File: src/rtl/trainled_chain.sv
// trainled_chain: self-clocked daisy-chain LED node with PWM + sigma-delta drive; TRAINLED_GAMMA_EN squares committed words
module trainled_chain #(
  parameter int NCH         = 3,
  parameter int BITS        = 8,
  parameter int PWM_BITS    = 4,
  parameter int BIT_TICKS   = 12,
  parameter int SAMPLE_TICK = 6,
  parameter int RESET_TICKS = 96
) (
  input  logic           clk,
  input  logic           rst_n,
  input  logic           din,
  output logic           dout,
  output logic [NCH-1:0] led,
  output logic           load_stb
);
  localparam int NB   = NCH * BITS;
  localparam int FRAC = BITS - PWM_BITS;
  localparam int TW   = $clog2(BIT_TICKS);
  localparam int CW   = $clog2(NB + 1);
  localparam int GW   = $clog2(RESET_TICKS + 1);

  typedef enum logic [1:0] {LATCH, RECV, FWD} state_t;

  state_t              state_q;
  logic [TW-1:0]       tick_q, tick_d;
  logic [GW-1:0]       gap_q, gap_d;
  logic [CW-1:0]       bitcnt_q;
  logic [NB-1:0]       shreg_q, frame_q, duty_q, word_d;
  logic [PWM_BITS-1:0] pwm_q;
  logic                pend_q, pend_d, load_q, dout_q;
  logic                sample, gap_hit, full, commit;

  // slot timing, din-low gap tracking and commit qualification
  always_comb begin
    tick_d  = (tick_q == '0 || tick_q == TW'(BIT_TICKS - 1)) ? {{(TW-1){1'b0}}, din} : tick_q + TW'(1);
    gap_d   = din ? '0 : (gap_q == GW'(RESET_TICKS)) ? gap_q : gap_q + GW'(1);
    sample  = tick_q == TW'(SAMPLE_TICK);
    gap_hit = !din && gap_q == GW'(RESET_TICKS - 1);
    full    = bitcnt_q == CW'(NB);
    commit  = pwm_q == '1 && pend_q;
    pend_d  = (gap_hit && full) || (pend_q && !commit);
  end

  // each received word is optionally gamma-squared on its way into the frame buffer
  for (genvar i = 0; i < NCH; i++) begin : g_word
`ifdef TRAINLED_GAMMA_EN
    logic [2*BITS-1:0] w2, sq;
    assign w2 = {{BITS{1'b0}}, shreg_q[i*BITS +: BITS]};
    assign sq = w2 * w2;
    assign word_d[i*BITS +: BITS] = BITS'(sq >> BITS);
`else
    assign word_d[i*BITS +: BITS] = shreg_q[i*BITS +: BITS];
`endif
  end

  // slot counter and gap counter
  always_ff @(posedge clk or negedge rst_n) begin
    if (!rst_n) begin
      tick_q <= '0;
      gap_q  <= '0;
    end else begin
      tick_q <= tick_d;
      gap_q  <= gap_d;
    end
  end

  // receive / forward state machine; a long gap latches a complete frame and restarts
  always_ff @(posedge clk or negedge rst_n) begin
    if (!rst_n) begin
      state_q  <= LATCH;
      bitcnt_q <= '0;
      shreg_q  <= '0;
      frame_q  <= '0;
      dout_q   <= 1'b0;
    end else if (gap_hit) begin
      state_q  <= LATCH;
      bitcnt_q <= '0;
      dout_q   <= 1'b0;
      if (full) frame_q <= word_d;
    end else begin
      case (state_q)
        LATCH: begin
          dout_q <= 1'b0;
          if (din) state_q <= RECV;
        end
        RECV: begin
          dout_q <= 1'b0;
          if (sample) begin
            shreg_q  <= {shreg_q[NB-2:0], din};
            bitcnt_q <= bitcnt_q + CW'(1);
            if (bitcnt_q == CW'(NB - 1)) state_q <= FWD;
          end
        end
        FWD: dout_q <= (tick_q == TW'(2)) ? 1'b1 : sample ? din : (tick_q == TW'(BIT_TICKS - 2)) ? 1'b0 : dout_q;
        default: state_q <= LATCH;
      endcase
    end
  end

  // free-running PWM counter; pending frames move into the duty latches on counter wrap
  always_ff @(posedge clk or negedge rst_n) begin
    if (!rst_n) begin
      pwm_q  <= '0;
      pend_q <= 1'b0;
      load_q <= 1'b0;
      duty_q <= '0;
    end else begin
      pwm_q  <= pwm_q + PWM_BITS'(1);
      pend_q <= pend_d;
      load_q <= commit;
      if (commit) duty_q <= frame_q;
    end
  end

  // per channel: coarse PWM on the high bits, first-order sigma-delta carry on the low bits
  for (genvar k = 0; k < NCH; k++) begin : g_ch
    logic [BITS-1:0] w;
    logic [FRAC-1:0] acc_q;
    logic [FRAC:0]   sum;
    logic            led_q;
    assign w   = duty_q[(NCH-k)*BITS-1 -: BITS];
    assign sum = {1'b0, acc_q} + {1'b0, w[FRAC-1:0]};
    // all-ones tick emits the carry; otherwise the coarse compare ends the pulse and zero starts it
    always_ff @(posedge clk or negedge rst_n) begin
      if (!rst_n) begin
        acc_q <= '0;
        led_q <= 1'b0;
      end else if (pwm_q == '1) begin
        acc_q <= sum[FRAC-1:0];
        led_q <= sum[FRAC];
      end else if (pwm_q == w[BITS-1:FRAC]) begin
        led_q <= 1'b0;
      end else if (pwm_q == '0) begin
        led_q <= 1'b1;
      end
    end
    assign led[k] = led_q;
  end

  assign dout     = dout_q;
  assign load_stb = load_q;
endmodule

File: config.mk
export PLATFORM = sky130hd
export DESIGN_NAME = trainled_chain
export DESIGN_NICKNAME = d
export VERILOG_FILES = /design/src/rtl/trainled_chain.sv
export SDC_FILE = /design/constraint.sdc
export NUM_CORES = 1
export LEC_CHECK = 0
export BUFFER_PORTS_ARGS = -buffer_cell sky130_fd_sc_hd__buf_2
export CELL_PAD_IN_SITES_DETAIL_PLACEMENT = 1
export CELL_PAD_IN_SITES_GLOBAL_PLACEMENT = 1
export CORE_ASPECT_RATIO = 1.75
export CORE_MARGIN = 2
export CORE_UTILIZATION = 24
export CTS_BUF_LIST = sky130_fd_sc_hd__clkbuf_8
export DETAILED_ROUTE_END_ITERATION = 10
export PLACE_DENSITY = 0.54
export SLEW_MARGIN = 30
export SYNTH_ARGS = -nofsm -noshare
export SYNTH_HDL_FRONTEND = slang
export SYNTH_SLANG_ARGS = --single-unit
File: constraint.sdc
create_clock -name clk -period 3.1 [get_ports clk]
set_input_delay 0.155 -clock clk [delete_from_list [all_inputs] [get_ports clk]]
set_output_delay 0.155 -clock clk [all_outputs]
set_load 0.01 [all_outputs]
# Word level (Yosys, flattened, before mapping)
# Cells that the tools add are included.
# word_totals
regBits	112
in_bits	3
output_inout_bits	5
word_cells	91
# classes
addsub	7
eq_ne	20
n_mux	23
bitwise	1
reduce_logical	23
# op_table
cell	n
$add 4x4->5	3
$mux 5	3
$eq 7x7->1 const B	2
$mux 7	2
$eq 4x4->1	3
$eq 4x4->1 const B	3
$reduce_bool 3->1	4
$mux 1	11
$eq 5x5->1 const B	2
$ne 3x3->1 const B	3
$add 4x1->4 const B	2
$logic_not 4->1	2
$mux 2	4
$add 7x1->7 const B	1
$pmux 2 s3	1
$reduce_and 2->1	3
$add 5x1->5 const B	1
$ne 5x5->1 const B	1
$eq 4x2->1 const B	1
$eq 4x3->1 const B	1
$logic_and 1x1->1	4
$mux 4	1
$ne 2x2->1 const B	2
$reduce_and 4->1	1
other kinds (10)	13

# Logic depth before layout (Yosys ltp)
# Gate-level depths: netlist of run 1.
# depth
ltp_word	6
ltp_mapped	7
depth_no_buf	5

# Least setup slack after synthesis of run 1
# OpenSTA, ideal clock, no wires.
# synth_path
path_type	reg2reg
start	register gap_q[0]
end	register frame_q[10]
setup_ns	0.125
arrival_time_ns	1.680
required_ns	2.975
setup_slack_ns	1.295
path_stages_with_launch	6
n_path_buf	1
period_less_slack_ns	1.805
cell_sequence	dfrtp_1 ha_1 nand4_1 nor3_4 buf_6 mux2_2
# synth_via
elab_chain_len	3
# synth_lines
element	line_no	source
from (decl)	27	logic [GW-1:0] gap_q, gap_d;
from (signal assigned)	64	gap_q <= gap_d;
$eq 7x7->1	39	gap_hit = !din && gap_q == GW'(RESET_TICKS - 1);
$logic_and 1x1->1	39	
$reduce_and 2->1 (no line)	-	
to (signal assigned)	80	if (full) frame_q <= word_d;
to (decl)	29	logic [NB-1:0] shreg_q, frame_q, duty_q, word_d;
# No other way between the ends.
# A chain may end at the register's enable or synchronous reset.

# Worst setup path in the final report of run 1
# layout_path
start	register tick_q[0]
end	register shreg_q[17]
# layout_via
elab_chain_len	2
# layout_lines
element	line_no	source
from (decl)	26	logic [TW-1:0] tick_q, tick_d;
from (signal assigned)	63	tick_q <= tick_d;
$eq 4x3->1	38	sample = tick_q == TW'(SAMPLE_TICK);
$reduce_and 3->1 (no line)	-	
to (signal assigned)	90	shreg_q <= {shreg_q[NB-2:0], din};
to (decl)	29	
# No other way between the ends.

==> results of run 1 <==
==> cells in the final DEF (no fill, tap or decap), types with 4 or more instances in the layout <==
master / count
a21oi_1: 16
clkbuf_8: 9
nand4_1: 4
nand3_1: 14
ha_1: 21
inv_1: 15
buf_2: 6
dfrtp_1: 112
mux2_2: 53
or3_1: 4
nor2_1: 5
mux2_4: 19
nand2b_1: 5
xor2_1: 15
buf_4: 6
nand2_1: 28
xnor2_1: 5
o21ai_0: 15
a21o_1: 4
==> power groups by stage <==
stage | clock network [mW] | registers [mW] | logic [mW]
final | 0.856 | 1.68 | 0.416
after global routing | 0.971 | 1.70 | 0.469
after CTS | 0.903 | 1.68 | 0.427
after detailed placement | 0 | 1.71 | 0.426
after global placement | 0 | 1.70 | 0.409
after floorplan | 0 | 1.65 | 0.384
==> sequential cells by signal, summed over array words and instances (netlist names), 3 cells and up <==
register / flops
frame_q: 24
tick_q: 4
shreg_q: 24
pwm_q: 4
gap_q: 7
g_ch.acc_q: 12
duty_q: 24
g_ch.led_q: 3
bitcnt_q: 5
==> critical path, cell delays in order, from the launching register on <==
cell     delay [ns]
dfrtp_1        0.44
inv_1          0.11
ha_1           0.21
and4b_1        0.30
o211a_1        0.18
buf_4          0.36
mux2_2         0.38
==> per-stage QoR <==
step | hold slack (ns) | setup WS, ns | std cells | power [mW]
5_1_grt | 0.06210 | 0.8741 | 660 | 3.141
2_1_floorplan | -0.1406 | 1.295 | 395 | 2.035
4_1_cts | 0.04665 | 0.9769 | 660 | 3.012
3_5_place_dp | 0.2243 | 1.016 | 643 | 2.136
6_report | 0.06698 | 0.9941 | 660 | 2.952
3_3_place_gp | 0.2240 | 1.084 | 643 | 2.106
==> path summary, 6_finish.rpt <==
kind / startpoint / to / slack, ns
max: tick_q[0] / shreg_q[17] / 0.99
min: din / gap_q[2] / 0.07
max reg2reg: tick_q[0] / shreg_q[17] / 0.99
min reg2reg: g_ch[2].acc_q[0] / g_ch[2].acc_q[0] / 0.50
max in group asynchronous: rst_n / frame_q[12] / 1.98
min in group asynchronous: rst_n / gap_q[2] / 0.32
==> cell families (layout without fill, tap and decap cells) <==
kind of cell	after synthesis	count (layout)	share of synthesized area (%)
mux	74	74	17.49
simple gates	80	80	8.513
flops	112	112	54.33
compound gates	50	50	5.918
xor+xnor	20	20	3.396
buf+inv	35	45	4.099
fa+ha+maj	24	24	6.258
==> final cells by class <==
class                      instances  area share, %
clock inverter                     7          1.158
multi-input combinational        248          38.18
clock buffer                       9          2.205
tap                              255          5.681
timing repair buffer              14          1.871
inverter                          15          1.002
sequential                       112          49.90
==> per-layer routing <==
metal	GRT usage (%)	vias to the layer above
met5	0	-
met4	4.239	0
met3	1.959	9
met2	16.70	25
met1	10.99	1583
li1	-	1401
==> results.toml, run 1 <==
[placed_design]
globalplace.congestion = 0.7083
hpwl_mm = 6.897
place_area_um2 = 5418
io_buffers = 7

[power]
switching_share_pct = 29.57
vdd_ir_drop_max_mv = 0.2453
switchingPower_mw = 0.8728
seq_power_share_pct = 56.9
p_clk_share_pct = 29.0
total_leakage_power_nw = 2.803
power.internal_mw = 2.079
power_density_nw_per_um2 = 525.5
pwr-share-comb_pct = 14.1

[clock_network]
path_clk_slew_ns = 0.12
cts_resized = 0
cts_setup_buffers = 0
clk_latency_ns = 0.39
cts_buffers = 9
clock_sinks = 112
holdBufCountCts = 1
cts_max_path_buffers = 2
cts_root_buf = "clkbuf_8"
htreeDepth = 3
cts_tree = "yes"

[worst_hold_path]
min_path_cells = 2
hp-class = "in -> reg"

[sta]
rsz0062_at_grt = "no"
tightest_slew_ns = 0.6362
fin_crit_sh_pct = 67.93
max_freq_ghz = 0.4749
fin_skew_ns = 0.02092
drv_slew = 0
hold_violations = 0
period_needed_ns = 2.106
finalSetupTns_ns = 0
finalSetupViolCount = 0
relSlewSlack_pct = 57.59

[synthesis]
synthCells = 395
ys.flop_type = "dfrtp_1"
yosys-top-cells-area = "dfrtp_1 54%, mux2_2 12%, mux2_4 5.5%, ha_1 5.1%, xor2_1 2.5%"
synth_top_area_cell = "dfrtp_1"
yosysMostFrequentCell = "dfrtp_1"
yosys.area.top_type_share_pct = 54.33
yosys_warnings = 0
synth_area_per_cell_um2 = 13.06
synth.distinct_cells = 44
synthArstFlopShare_pct = 100.0
synth-edff-count = 0
synth_seq_cells = 112
synth_nets = 422
synth_common_cells = "112 x dfrtp_1, 53 x mux2_2, 28 x nand2_1"
synth_area_um2 = 5159
synth.yosys.seq_area_share_pct = 54.33

[critical_path]
endpoint_kind = "register"
crit_arrival_ns = 2.37
worstPathRequired_ns = 3.37
path_class = "reg -> reg"
rr_worst_depth = 6
crit_fanout = 24
cp-start-kind = "register"

[route]
final_antenna_net_count = 0
vias = 3018
first_pass_iters = 4
wire_per_inst_um = 14.96
drt-met1-wl_mm = 4.258
vias_per_cell = 4.573
highest_layer = "met4"
dr_wl_met3_um = 171
routed_wl_mm = 9.875
route.met2.wl_mm = 5.234
route.detailed.drc = 0
drt-initial-drc-count = 92

[floorplanning]
die_w_um = 114.8
core-area_um2 = 21320
fp-row-count = 71
chipHeight_um = 197.9
design.die.area_um2 = 22730
start_util_pct = 24.20
ios = 8

[final_layout]
n_antenna_cell = 0
nFillCells = 2339
final_nets = 427
drive_above_1_share_pct = 25.43
regArea_um2 = 2803
multiInputGateArea_um2 = 2145
fin_area_um2 = 5617
syn_to_final_growth_pct = 8.877
utilization_pct = 26.34

[grt]
grt_max_degree = 69
grt-ovfl-total = 0
gr-usage-all-layers_pct = 9.501
antenna_found_initial = 0
grt_pass1_vias = 3317
grt_first_pass_wirelength_mm = 17.05

[outcome]
outcome = "finished, final reports clean"

[job]
max_cap_viol_count = 0
Note: power is estimated with default switching activity, not from simulation.
==> run 2, diff against run 1 <==
--- a/config.mk
+++ b/config.mk
@@ -5,6 +5,7 @@
 export SDC_FILE = /design/constraint.sdc
 export NUM_CORES = 1
 export LEC_CHECK = 0
+export ABC_AREA = 1
 export BUFFER_PORTS_ARGS = -buffer_cell sky130_fd_sc_hd__buf_2
 export CELL_PAD_IN_SITES_DETAIL_PLACEMENT = 1
 export CELL_PAD_IN_SITES_GLOBAL_PLACEMENT = 1
@@ -13,7 +14,7 @@
 export CORE_UTILIZATION = 24
 export CTS_BUF_LIST = sky130_fd_sc_hd__clkbuf_8
 export DETAILED_ROUTE_END_ITERATION = 10
-export PLACE_DENSITY = 0.54
+export PLACE_DENSITY = 0.57
 export SLEW_MARGIN = 30
 export SYNTH_ARGS = -nofsm -noshare
 export SYNTH_HDL_FRONTEND = slang
==> constraint.sdc (replaced) <==
create_clock -name clk -period 1.8 [get_ports clk]
set_input_delay 0.09 -clock clk [delete_from_list [all_inputs] [get_ports clk]]
set_output_delay 0.09 -clock clk [all_outputs]
set_load 0.01 [all_outputs]
==> run 2 against run 1 <==
Fmax grew 27%; highest routed layer unchanged; area after synthesis shrank 0.12%; clock-buffer cell count is the same; via count grew 21%; combinational power grew 77%; worst setup slack lost 0.85 ns; utilization grew 0.69 points; non-clock buffer count grew 7; global-route usage grew 1.0 points; register-to-register slack lost 0.85 ns; clock skew is essentially flat; clock power grew 65%.
==> results.toml, run 2 <==
[job]
max_cap_viol_count = 0

[clock_network]
htreeDepth = 3
cts_root_buf = "clkbuf_8"
path_clk_slew_ns = 0.12
cts_buffers = 9
cts_max_path_buffers = 2
cts_tree = "yes"
clk_latency_ns = 0.39
clock_sinks = 112

[grt]
gr-usage-all-layers_pct = 10.50
antenna_found_initial = 0
grt_pass1_vias = 3941
grt_first_pass_wirelength_mm = 18.86
grt-ovfl-total = 0
grt_max_degree = 50

[sta]
relSlewSlack_pct = 58.76
max_freq_ghz = 0.6044
hold_violations = 0
tightest_slew_ns = 0.6179
drv_slew = 0
finalSetupViolCount = 0
timing.hold.ws_ns = 0.2382
rsz0062_at_grt = "yes"
fin_ws_ns = 0.1454
fin_crit_sh_pct = 91.92
fin_skew_ns = 0.02081
period_needed_ns = 1.655

[power]
power_density_nw_per_um2 = 879.0
power.internal_mw = 3.454
switching_share_pct = 30.84
seq_power_share_pct = 57.0
switchingPower_mw = 1.540
total_leakage_power_nw = 2.819
vdd_ir_drop_max_mv = 0.4203
p_clk_share_pct = 28.2
pwr-share-comb_pct = 14.8

[synthesis]
synth_nets = 604
synth_common_cells = "187 x nand2_1, 112 x dfrtp_1, 60 x inv_1"
yosys.area.top_type_share_pct = 54.40
ys.flop_type = "dfrtp_1"
synth_area_um2 = 5152
synthCells = 577
yosysMostFrequentCell = "nand2_1"
synth_seq_cells = 112
synth_area_per_cell_um2 = 8.930
synth.distinct_cells = 28
synth_top_area_cell = "dfrtp_1"
synth.yosys.seq_area_share_pct = 54.40
yosys-top-cells-area = "dfrtp_1 54%, nand2_1 14%, ha_1 5.1%, inv_1 4.4%, o21ai_0 4.2%"
yosys_warnings = 0
synthArstFlopShare_pct = 100.0
synth-edff-count = 0

[route]
route.detailed.drc = 0
final_antenna_net_count = 0
first_pass_iters = 4
wire_per_inst_um = 12.80
routed_wl_mm = 10.80
vias = 3649
vias_per_cell = 4.323
drt-initial-drc-count = 123

[critical_path]
path_class = "reg -> reg"
critPathMaxStageDelay_ns = 0.41
crit_fanout = 2
worstPathRequired_ns = 2.09
r2r-start = "duty_q[16]"
crit_path_top_delay_cell = "dfrtp_1"
regToRegSetupSlack_ns = 0.15
crit_arrival_ns = 1.94
crit_family = "adder cells"
path_buf_inv = 0
cp-start-kind = "register"
rr_worst_depth = 6
endpoint_kind = "register"
reg2reg_to = "g_ch[0].led_q"
crit_chain = "ha_1 -> fa_1 -> a21oi_1 -> nor2_1 -> o21ai_1 -> nand2_1"

[floorplanning]
fp-row-count = 70
start_util_pct = 24.51
die_w_um = 114.8
ios = 8
design.die.area_um2 = 22700
core-area_um2 = 21020
chipHeight_um = 197.8

[final_layout]
syn_to_final_growth_pct = 10.27
final_cell_mix = "187 x nand2_1, 112 x dfrtp_1, 61 x inv_1"
drive_above_1_share_pct = 8.615
final_nets = 614
top_regs = "duty_q: 24 flops, frame_q: 24 flops, shreg_q: 24 flops"
n_antenna_cell = 0
final_common_cell = "nand2_1"
nFillCells = 2481

[worst_hold_path]
hp-class = "in -> async"

[placed_design]
pre_cts_ws_ns = 0.05337
globalplace.congestion = 0.7295
io_buffers = 7
hpwl_mm = 7.863

[outcome]
outcome = "finished, final reports clean"
==> run 2: cell types whose count changed in the layout (fill, tap and decap cells not counted), sizes merged, moves of 6 or more <==
cell / previous run / this run
nand3: 14 / 28
o21ai: 15 / 66
nor2: 5 / 30
xor2: 15 / 8
buf: 13 / 19
inv: 18 / 63
nand2: 28 / 189
mux2: 72 / 0
==> run 2: power groups by stage <==
stage          Sequential, mW  Combinational [mW]  Clock, mW
2_1_floorplan            2.86               0.545          0
3_3_place_gp             2.89               0.719          0
3_5_place_dp             2.90               0.756          0
4_1_cts                  2.85               0.764       1.48
5_1_grt                  2.89               0.870       1.56
6_report                 2.85               0.738       1.41
==> run 2: kinds of logic after synthesis <==
kind of cell    after synthesis  synth area share [%]
xor+xnor                     18                 3.060
buf+inv                      83                 7.333
flops                       112                 54.40
fa+ha+maj                    24                 6.265
simple gates                258                 20.62
compound gates               82                 8.329
==> run 2: what timing repair did <==
item	CTS	global route
setup endpoints to repair	0	4
hold buffers	2	0
endpoints found under the hold margin	40	0
setup buffers	0	0
gates resized for setup	0	2
==> run 2: how the worst max path moves through the flow <==
stage,from,end,slack (ns),depth (start not counted)
after floorplan,tick_q[0],shreg_q[10],0.34,9
after global placement,duty_q[16],g_ch[0].led_q,0.07,6
after detailed placement,duty_q[16],g_ch[0].led_q,0.05,6
after CTS,duty_q[16],g_ch[0].led_q,0.02,6
after global routing,tick_q[0],bitcnt_q[1],-0.01,7
final,duty_q[16],g_ch[0].led_q,0.15,6
==> run 2: stage by stage <==
step / cells / power (mW) / instance area (µm²) / util (%) / setup TNS [ns]
floorplan: 577 / 3.404 / 5152 / - / 0
global placement: 826 / 3.609 / 5487 / 26.10 / 0
detailed placement: 826 / 3.658 / 5487 / 26.10 / 0
CTS: 844 / 5.098 / 5679 / 27.02 / 0
global route: 844 / 5.311 / 5682 / 27.03 / -0.01105
finish: 844 / 4.994 / 5682 / 27.03 / 0
==> run 2: routing by layer <==
layer | GRT usage, % | vias up | share of wire (%) | wire length, µm
met3 | 2.143 | 11 | 1.6 | 174
met1 | 11.60 | 1794 | 43 | 4601
met2 | 19.22 | 20 | 54 | 5807
li1 | - | 1824 | - | -
met4 | 4.418 | 0 | 2.0 | 216
met5 | 0 | - | 0 | 0
==> run 2: area by class of cell <==
cell class	instances	area, µm²	area share (%)
inverter	61	229.0	4.030
clock inverter	7	48.80	0.8588
sequential	112	2803	49.33
tap	252	315.3	5.549
multi-input combinational	382	1977	34.79
timing repair buffer	21	185.2	3.259
clock buffer	9	123.9	2.180
